===== config.mk =====
export PLATFORM = sky130hd
export DESIGN_NAME = mem_port_arbiter_flat
export DESIGN_NICKNAME = d
export VERILOG_FILES = /design/src/rtl/mem_port_arbiter_if.sv /design/src/rtl/mem_port_arbiter.sv /design/src/flat_wrapper.sv
export SDC_FILE = /design/constraint.sdc
export NUM_CORES = 1
export LEC_CHECK = 0
export ABC_CLOCK_PERIOD_IN_PS = 2000
export BUFFER_PORTS_ARGS = -buffer_cell sky130_fd_sc_hd__clkbuf_2
export CORE_ASPECT_RATIO = 1.25
export CORE_UTILIZATION = 35
export CTS_CLUSTER_DIAMETER = 40
export CTS_CLUSTER_SIZE = 40
export DETAILED_ROUTE_END_ITERATION = 16
export HOLD_SLACK_MARGIN = 0.12
export PLACE_DENSITY = 0.78
export SLEW_MARGIN = 5
export SYNTH_ARGS = -nofsm -noshare
export SYNTH_HDL_FRONTEND = slang
export SYNTH_SLANG_ARGS = --single-unit
export TNS_END_PERCENT = 30

===== constraint.sdc =====
create_clock -name clk -period 2 [get_ports clk]
set_input_delay 0.3 -clock clk [delete_from_list [all_inputs] [get_ports clk]]
set_output_delay 0.3 -clock clk [all_outputs]
set_load 0.1 [all_outputs]

===== src/rtl/mem_port_arbiter_if.sv =====
// mem_port_arbiter_if: CPU/debug requester ports, memory port and status bundle for mem_port_arbiter.
interface mem_port_arbiter_if #(
    parameter int ADDR_W = 7,
    parameter int DATA_W = 32
);
    logic              cpu_req;
    logic              cpu_we;
    logic [ADDR_W-1:0] cpu_addr;
    logic [DATA_W-1:0] cpu_wdata;
    logic              cpu_ack;
    logic              cpu_stall;
    logic              dbg_req;
    logic              dbg_we;
    logic [ADDR_W-1:0] dbg_addr;
    logic [DATA_W-1:0] dbg_wdata;
    logic              dbg_ack;
    logic [DATA_W-1:0] rdata;
    logic              mem_en;
    logic              mem_we;
    logic [ADDR_W-1:0] mem_addr;
    logic [DATA_W-1:0] mem_wdata;
    logic [DATA_W-1:0] mem_rdata;
    logic [DATA_W-1:0] mem0_q;
    logic              busy;

    modport slave (
        input  cpu_req, cpu_we, cpu_addr, cpu_wdata,
        input  dbg_req, dbg_we, dbg_addr, dbg_wdata,
        input  mem_rdata,
        output cpu_ack, cpu_stall, dbg_ack, rdata,
        output mem_en, mem_we, mem_addr, mem_wdata,
        output mem0_q, busy
    );

    modport master (
        output cpu_req, cpu_we, cpu_addr, cpu_wdata,
        output dbg_req, dbg_we, dbg_addr, dbg_wdata,
        output mem_rdata,
        input  cpu_ack, cpu_stall, dbg_ack, rdata,
        input  mem_en, mem_we, mem_addr, mem_wdata,
        input  mem0_q, busy
    );
endinterface


===== src/rtl/mem_port_arbiter.sv =====
// mem_port_arbiter: shares one sync data-memory port between CPU and debug requesters, one access per 3 cycles.
// ARB_ROUND_ROBIN_EN defined: ties alternate owners; undefined: CPU wins every tie.
module mem_port_arbiter #(
    parameter int ADDR_W = 7,
    parameter int DATA_W = 32
) (
    input  logic                 clk,
    input  logic                 rst_n,
    mem_port_arbiter_if.slave    bus
);
    typedef enum logic [1:0] {IDLE, ISSUE, RESP} state_t;

    state_t            r_state;
    state_t            w_next;
    logic              r_own_dbg;
    logic              r_we;
    logic [ADDR_W-1:0] r_addr;
    logic [DATA_W-1:0] r_wdata;
    logic [DATA_W-1:0] r_mem0;
    logic              w_any_req;
    logic              w_grant_dbg;
    logic              w_take;
    logic              w_cpu_ack;

    assign w_any_req = bus.cpu_req | bus.dbg_req;
    assign w_take    = (r_state == IDLE) & w_any_req;

`ifdef ARB_ROUND_ROBIN_EN
    logic r_last_dbg;

    always_ff @(posedge clk or negedge rst_n) begin
        if (!rst_n)
            r_last_dbg <= 1'b1;
        else if (w_take)
            r_last_dbg <= w_grant_dbg;
    end

    assign w_grant_dbg = bus.dbg_req & (~bus.cpu_req | ~r_last_dbg);
`else
    assign w_grant_dbg = bus.dbg_req & ~bus.cpu_req;
`endif

    always_ff @(posedge clk or negedge rst_n) begin
        if (!rst_n)
            r_state <= IDLE;
        else
            r_state <= w_next;
    end

    always_comb begin
        w_next = (r_state == IDLE)  ? (w_any_req ? ISSUE : IDLE) :
                 (r_state == ISSUE) ? RESP : IDLE;
    end

    always_ff @(posedge clk or negedge rst_n) begin
        if (!rst_n) begin
            r_own_dbg <= 1'b0;
            r_we      <= 1'b0;
            r_addr    <= '0;
            r_wdata   <= '0;
        end else if (w_take) begin
            r_own_dbg <= w_grant_dbg;
            r_we      <= w_grant_dbg ? bus.dbg_we    : bus.cpu_we;
            r_addr    <= w_grant_dbg ? bus.dbg_addr  : bus.cpu_addr;
            r_wdata   <= w_grant_dbg ? bus.dbg_wdata : bus.cpu_wdata;
        end
    end

    // Word 0 shadow follows writes as they commit to memory, whoever issued them.
    always_ff @(posedge clk or negedge rst_n) begin
        if (!rst_n)
            r_mem0 <= '0;
        else if ((r_state == ISSUE) && r_we && (r_addr == '0))
            r_mem0 <= r_wdata;
    end

    assign w_cpu_ack = (r_state == RESP) & ~r_own_dbg;

    always_comb begin
        bus.mem_en    = (r_state == ISSUE);
        bus.mem_we    = (r_state == ISSUE) & r_we;
        bus.mem_addr  = r_addr;
        bus.mem_wdata = r_wdata;
        bus.cpu_ack   = w_cpu_ack;
        bus.dbg_ack   = (r_state == RESP) & r_own_dbg;
        bus.rdata     = (r_state == RESP) ? bus.mem_rdata : '0;
        bus.busy      = (r_state != IDLE);
        bus.cpu_stall = bus.cpu_req & ~w_cpu_ack;
        bus.mem0_q    = r_mem0;
    end
endmodule


===== src/flat_wrapper.sv =====
// flat-port wrapper written by rule: the top's interface ports become plain ports
module mem_port_arbiter_flat 
#(
    parameter int ADDR_W = 7,
    parameter int DATA_W = 32
)
  (clk, rst_n, bus_cpu_req, bus_cpu_we, bus_cpu_addr, bus_cpu_wdata, bus_dbg_req, bus_dbg_we, bus_dbg_addr, bus_dbg_wdata, bus_mem_rdata, bus_cpu_ack, bus_cpu_stall, bus_dbg_ack, bus_rdata, bus_mem_en, bus_mem_we, bus_mem_addr, bus_mem_wdata, bus_mem0_q, bus_busy);
  mem_port_arbiter_if #(.ADDR_W(ADDR_W), .DATA_W(DATA_W)) bus_i ();
  input  logic clk;
  input  logic rst_n;
  input wire logic [$bits(bus_i.cpu_req)-1:0] bus_cpu_req;
  input wire logic [$bits(bus_i.cpu_we)-1:0] bus_cpu_we;
  input wire logic [$bits(bus_i.cpu_addr)-1:0] bus_cpu_addr;
  input wire logic [$bits(bus_i.cpu_wdata)-1:0] bus_cpu_wdata;
  input wire logic [$bits(bus_i.dbg_req)-1:0] bus_dbg_req;
  input wire logic [$bits(bus_i.dbg_we)-1:0] bus_dbg_we;
  input wire logic [$bits(bus_i.dbg_addr)-1:0] bus_dbg_addr;
  input wire logic [$bits(bus_i.dbg_wdata)-1:0] bus_dbg_wdata;
  input wire logic [$bits(bus_i.mem_rdata)-1:0] bus_mem_rdata;
  output wire logic [$bits(bus_i.cpu_ack)-1:0] bus_cpu_ack;
  output wire logic [$bits(bus_i.cpu_stall)-1:0] bus_cpu_stall;
  output wire logic [$bits(bus_i.dbg_ack)-1:0] bus_dbg_ack;
  output wire logic [$bits(bus_i.rdata)-1:0] bus_rdata;
  output wire logic [$bits(bus_i.mem_en)-1:0] bus_mem_en;
  output wire logic [$bits(bus_i.mem_we)-1:0] bus_mem_we;
  output wire logic [$bits(bus_i.mem_addr)-1:0] bus_mem_addr;
  output wire logic [$bits(bus_i.mem_wdata)-1:0] bus_mem_wdata;
  output wire logic [$bits(bus_i.mem0_q)-1:0] bus_mem0_q;
  output wire logic [$bits(bus_i.busy)-1:0] bus_busy;
  assign bus_i.cpu_req = bus_cpu_req;
  assign bus_i.cpu_we = bus_cpu_we;
  assign bus_i.cpu_addr = bus_cpu_addr;
  assign bus_i.cpu_wdata = bus_cpu_wdata;
  assign bus_i.dbg_req = bus_dbg_req;
  assign bus_i.dbg_we = bus_dbg_we;
  assign bus_i.dbg_addr = bus_dbg_addr;
  assign bus_i.dbg_wdata = bus_dbg_wdata;
  assign bus_i.mem_rdata = bus_mem_rdata;
  assign bus_cpu_ack = bus_i.cpu_ack;
  assign bus_cpu_stall = bus_i.cpu_stall;
  assign bus_dbg_ack = bus_i.dbg_ack;
  assign bus_rdata = bus_i.rdata;
  assign bus_mem_en = bus_i.mem_en;
  assign bus_mem_we = bus_i.mem_we;
  assign bus_mem_addr = bus_i.mem_addr;
  assign bus_mem_wdata = bus_i.mem_wdata;
  assign bus_mem0_q = bus_i.mem0_q;
  assign bus_busy = bus_i.busy;
  mem_port_arbiter #(.ADDR_W(ADDR_W), .DATA_W(DATA_W)) u_core (.clk(clk), .rst_n(rst_n), .bus(bus_i));
endmodule

======== After elaboration in Yosys (flattened, before gate mapping) ========
Index checks and enable logic that the tools add are counted.
storage, ports and cells
  latch bits .............................. 0
  memory bits (writable) .................. 0
  memories kept ........................... 0
  input bits .............................. 116
  output and inout port bits .............. 109
  memory bits (read-only) ................. 0
  register bits after elaboration ......... 75
  logic and storage cells ................. 30
operators by class
  $lt $le $gt $ge ......................... 0
  bitwise operators ....................... 10
  shift operators ......................... 0
  div/mod/pow operators ................... 0
  multipliers ............................. 0
  reductions and logical operators ........ 5
  add/sub/neg operators ................... 0
  mux-type cells .......................... 7
  eq/ne operators ......................... 2
operators with widths
  kind                  number
  $mux W32              2
  $logic_not A7 Y1      1
  $mux W7               1
  $and A1 B1 Y1         6
  $mux W2               2
  $not A1 Y1            3
  $eq A2 B1 Y1 const B  1
  $eq A2 B2 Y1 const B  1
  $logic_and A1 B1 Y1   2
  $logic_not A2 Y1      1
  $mux W1               2
  $reduce_bool A2 Y1    1
  $or A1 B1 Y1          1

======== Logic depth before layout (Yosys ltp) ========
  depth in word-level cells ............... 4
  depth in mapped cells ................... 4

======== Least setup slack after synthesis ========
No wires, ideal clock.
  path kind ............................... register to output
  start ................................... register u_core.r_state[0]
  end ..................................... output bus_cpu_stall
  arrival time ............................ 3.014 ns
  path slack .............................. -1.314 ns
  stages on the path, launching flop included .. 4
  required time ........................... 1.700 ns
  cell sequence ........................... dfrtp_1 > nor2b_1 > nor2b_1 > nor2b_1
between the ends
  cells in the longest elaborated chain, start to end .. 4
RTL lines
  what                    line                    source
  from (decl)             mem_port_arbiter.sv:13  state_t r_state;
  from (signal assigned)  mem_port_arbiter.sv:47  r_state <= w_next;
  $eq A2 B2 Y1            mem_port_arbiter.sv:77  assign w_cpu_ack = (r_state == RESP) & ~r_own_dbg;
  $and A1 B1 Y1           mem_port_arbiter.sv:77
  net bus_cpu_ack         flat_wrapper.sv:20      output wire logic [$bits(bus_i.cpu_ack)-1:0] bus_cpu_ack;
  $not A1 Y1              mem_port_arbiter.sv:88  bus.cpu_stall = bus.cpu_req & ~w_cpu_ack;
  $and A1 B1 Y1           mem_port_arbiter.sv:88
  to (decl)               flat_wrapper.sv:21      output wire logic [$bits(bus_i.cpu_stall)-1:0] bus_cpu_stall;
The timed path passes the listed nets, and every way through them passes these cells.

======== Worst setup path after layout ========
  start ................................... register u_core.r_state[1]
  end ..................................... output bus_cpu_stall
between the ends
  cells in the longest elaborated chain, start to end .. 4
RTL lines
  what           line
  $eq A2 B2 Y1   mem_port_arbiter.sv:77
  $and A1 B1 Y1  mem_port_arbiter.sv:77
  $not A1 Y1     mem_port_arbiter.sv:88
  $and A1 B1 Y1  mem_port_arbiter.sv:88
No other way between the ends.

==> results.md <==
* Syn Std Cell Area at 3670 sq um
* Largest net degree at the start of global routing at 41
* Top fanout value on the critical path at 34
* Total Routed Length at about 9300 um
* Die ar. at 10900 sq um
* Clock Tree Root: clkbuf_16
* Initial Utilization at a little over a third
* WP data arrival at approximately 1500 ps
* TritonCTS buffer count at 9
* CTS H-tree lvls at 3
* CP Class: reg -> out
* CP required at around 1700 ps
* Yosys reg bits at 75
* Endpoints failing hold at 0
* Share of the synthesized area in the top cell type at 51.1%
* TritonCTS clock tree: built
* Synth warn at 0
* Final GP Congestion at roughly 0.8
* Synth area leader: dfrtp_1
* Distinct cells, synth at 18
* Area grow syn2layout at 58.3%
* Wire per inst at roughly 15 um
* Crit-path max cell delay at around 380 ps
* Status: completed
* Mapped Avg Cell Area at 14.8 sq um
* Vias at around 2800
* # Max-Cap Violations at 0
* Layout cells sized above 1 at 73.7%
* Diode count at 0
* Vias per inst at 4.59
* Fillers at approximately 830
* Syn nets at 364
* GRT Util Overall at 17.3%
* Initial antenna violation count at 0
* Port Buffers at about 220
* CTS sink cnt at 75
* Die X at approximately 94 um
* Residual DRC count at 0
* Slew @ Worst Pin at 587 ps
* First-pass GRT wire length at around 14000 um
* Crit path buf inv count at 2
* Max clock buf depth at 2
* Worst path cell trace: nor2b_1 -> buf_6 -> nor2b_4 -> nor2b_2 -> buf_12
* Critical path's top delay family: simple AND/OR/NAND/NOR gates
* RSZ-0062 raised after global routing: no
* Dominant cells by area after synthesis: dfrtp_1 51%, mux2_2 22%, mux2_4 12%
* Nets@finish at ~590
* Initial drt markers at 53
* Reg clk slew, reported paths at 60 ps
* Critical path launch point type: register
* Rel. slew slack at about three fifths
* Top Ports at approximately 230
* FMAX at about 540 MHz
* Total congestion overflow at 0
* Worst hold-check path type: in -> reg
* Core Box Area at slightly above 10000 sq um
* Final core occ at 57.2%
* Final period util at between 90% and 100%
* Clock Skew at 8.44 ps
* Routed Antenna Nets at 0
* Setup crit end kind: primary output
* Seq/Total Area, Yosys at 51.1%
* Slew Viols, Final at 0
* Drt pass-1 iters at 4
* Mapped Cells at 248
* Core Rows at 41
* Die H at ~120 um
* Final setup viols at 0
* CP max stage cell: dfrtp_1
* Vias in the first global route at roughly 2800
* Fin crit period at 1840 ps
* Post-DP HPWL at ~7500 um
* Skew-Pair Late Insertion Delay at between 300 and 400 ps
[metrics by stage]
| step | hold WS [ps] | setup slack (ps) | area, sq um | setup TNS (ps) | std cells |
|---|---|---|---|---|---|
| after floorplan | 4.41 | -46.8 | 3680 | -66.7 | 248 |
| after global placement | 304 | 398 | 5470 | 0 | 595 |
| after detailed placement | 307 | 314 | 5470 | 0 | 595 |
| after CTS | 244 | 103 | 5810 | 0 | 612 |
| after global routing | 242 | 35.1 | 5810 | 0 | 612 |
| final | 249 | 157 | 5810 | 0 | 612 |
[cell type report]
cell class / instances / area [sq um] / share of cell area, %
clock buffer: 10 / 239 / 4.11
clock inverter: 6 / 96.3 / 1.66
inverter: 1 / 3.75 / 0.0646
multi-input combinational: 158 / 1690 / 29.1
sequential: 75 / 1880 / 32.3
tap: 129 / 161 / 2.78
timing repair buffer: 233 / 1750 / 30.1
[synth_stat cells, drive strengths merged]
cell type	n
inv	1
nor3	1
nand3	1
dfrtp	75
nor2b	5
and2	33
a21oi	2
clkbuf	3
nor2	1
buf	11
o21a	1
mux2	112
and3b	1
nor4	1
[final timing paths]
path                              startpoint                       end  slack [ps]  cells after the start
setup / recovery           u_core.r_state[1]             bus_cpu_stall         160                      5
hold / removal                   bus_cpu_req          u_core.r_own_dbg         250                      2
setup reg to reg           u_core.r_state[0]  u_core.bus.mem_wdata[14]         310                      4
hold reg to reg            u_core.r_state[1]         u_core.r_state[1]         490                      1
max in group asynchronous              rst_n     u_core.bus.mem0_q[27]         940                      3
min in group asynchronous              rst_n      u_core.bus.mem0_q[5]         490                      2
[what timing repair did]
item	CTS	global route
hold endpoints to repair	39	0
buffers inserted	0	0
resized for setup	0	1
hold buffers	1	0
endpoints found under the setup margin	0	2
[routing by layer]
metal	GRT usage, %	part of all wire (%)	vias up
met3	4.36	5.6	14
met4	5.33	1.4	0
met2	30.6	53	114
met5	0	0	-
li1	-	-	1330
met1	20.8	40	1351
[cells in the final DEF (no fill, tap or decap)]
cell / n
dfrtp_1: 75
nor2_1: 1
nand3_2: 1
nor2b_4: 2
mux2_2: 71
dlygate4sd3_1: 1
nor2b_1: 2
nor3_1: 1
a21oi_1: 2
clkinvlp_4: 1
bufinv_16: 2
inv_1: 1
and3b_2: 1
nor2b_2: 1
o21a_2: 1
clkinv_4: 1
clkbuf_16: 9
clkbuf_2: 188
mux2_1: 11
buf_4: 6
mux2_4: 30
nor4_2: 1
buf_6: 1
clkbuf_8: 1
inv_8: 1
inv_6: 1
and2_1: 33
buf_12: 37
[state kept, by name, summed over array words and instances (netlist names)]
| register | cells |
|---|---|
| u_core.r_we | 1 |
| u_core.r_state | 2 |
| u_core.bus.mem0_q | 32 |
| u_core.bus.mem_addr | 7 |
| u_core.bus.mem_wdata | 32 |
| u_core.r_own_dbg | 1 |
[worst register-to-register path, delay by kind of cell, from the launching register on]
family / cells / cell delay [ps]
simple gates: 1 / 230
compound gates: 1 / 190
flops: 1 / 400
buf+inv: 1 / 330
mux: 1 / 420
[logic make-up after synthesis]
kind of cell	after synthesis	share of synthesized area, %
AOI/OAI and AO/OA	3	0.477
buffers and inverters	15	3.37
DFF	75	51.1
muxes	112	37.4
and+or+nand+nor	43	7.63
Power is not shown: default switching activity piles up to over one toggle a cycle in this logic, so the estimate is an artifact.
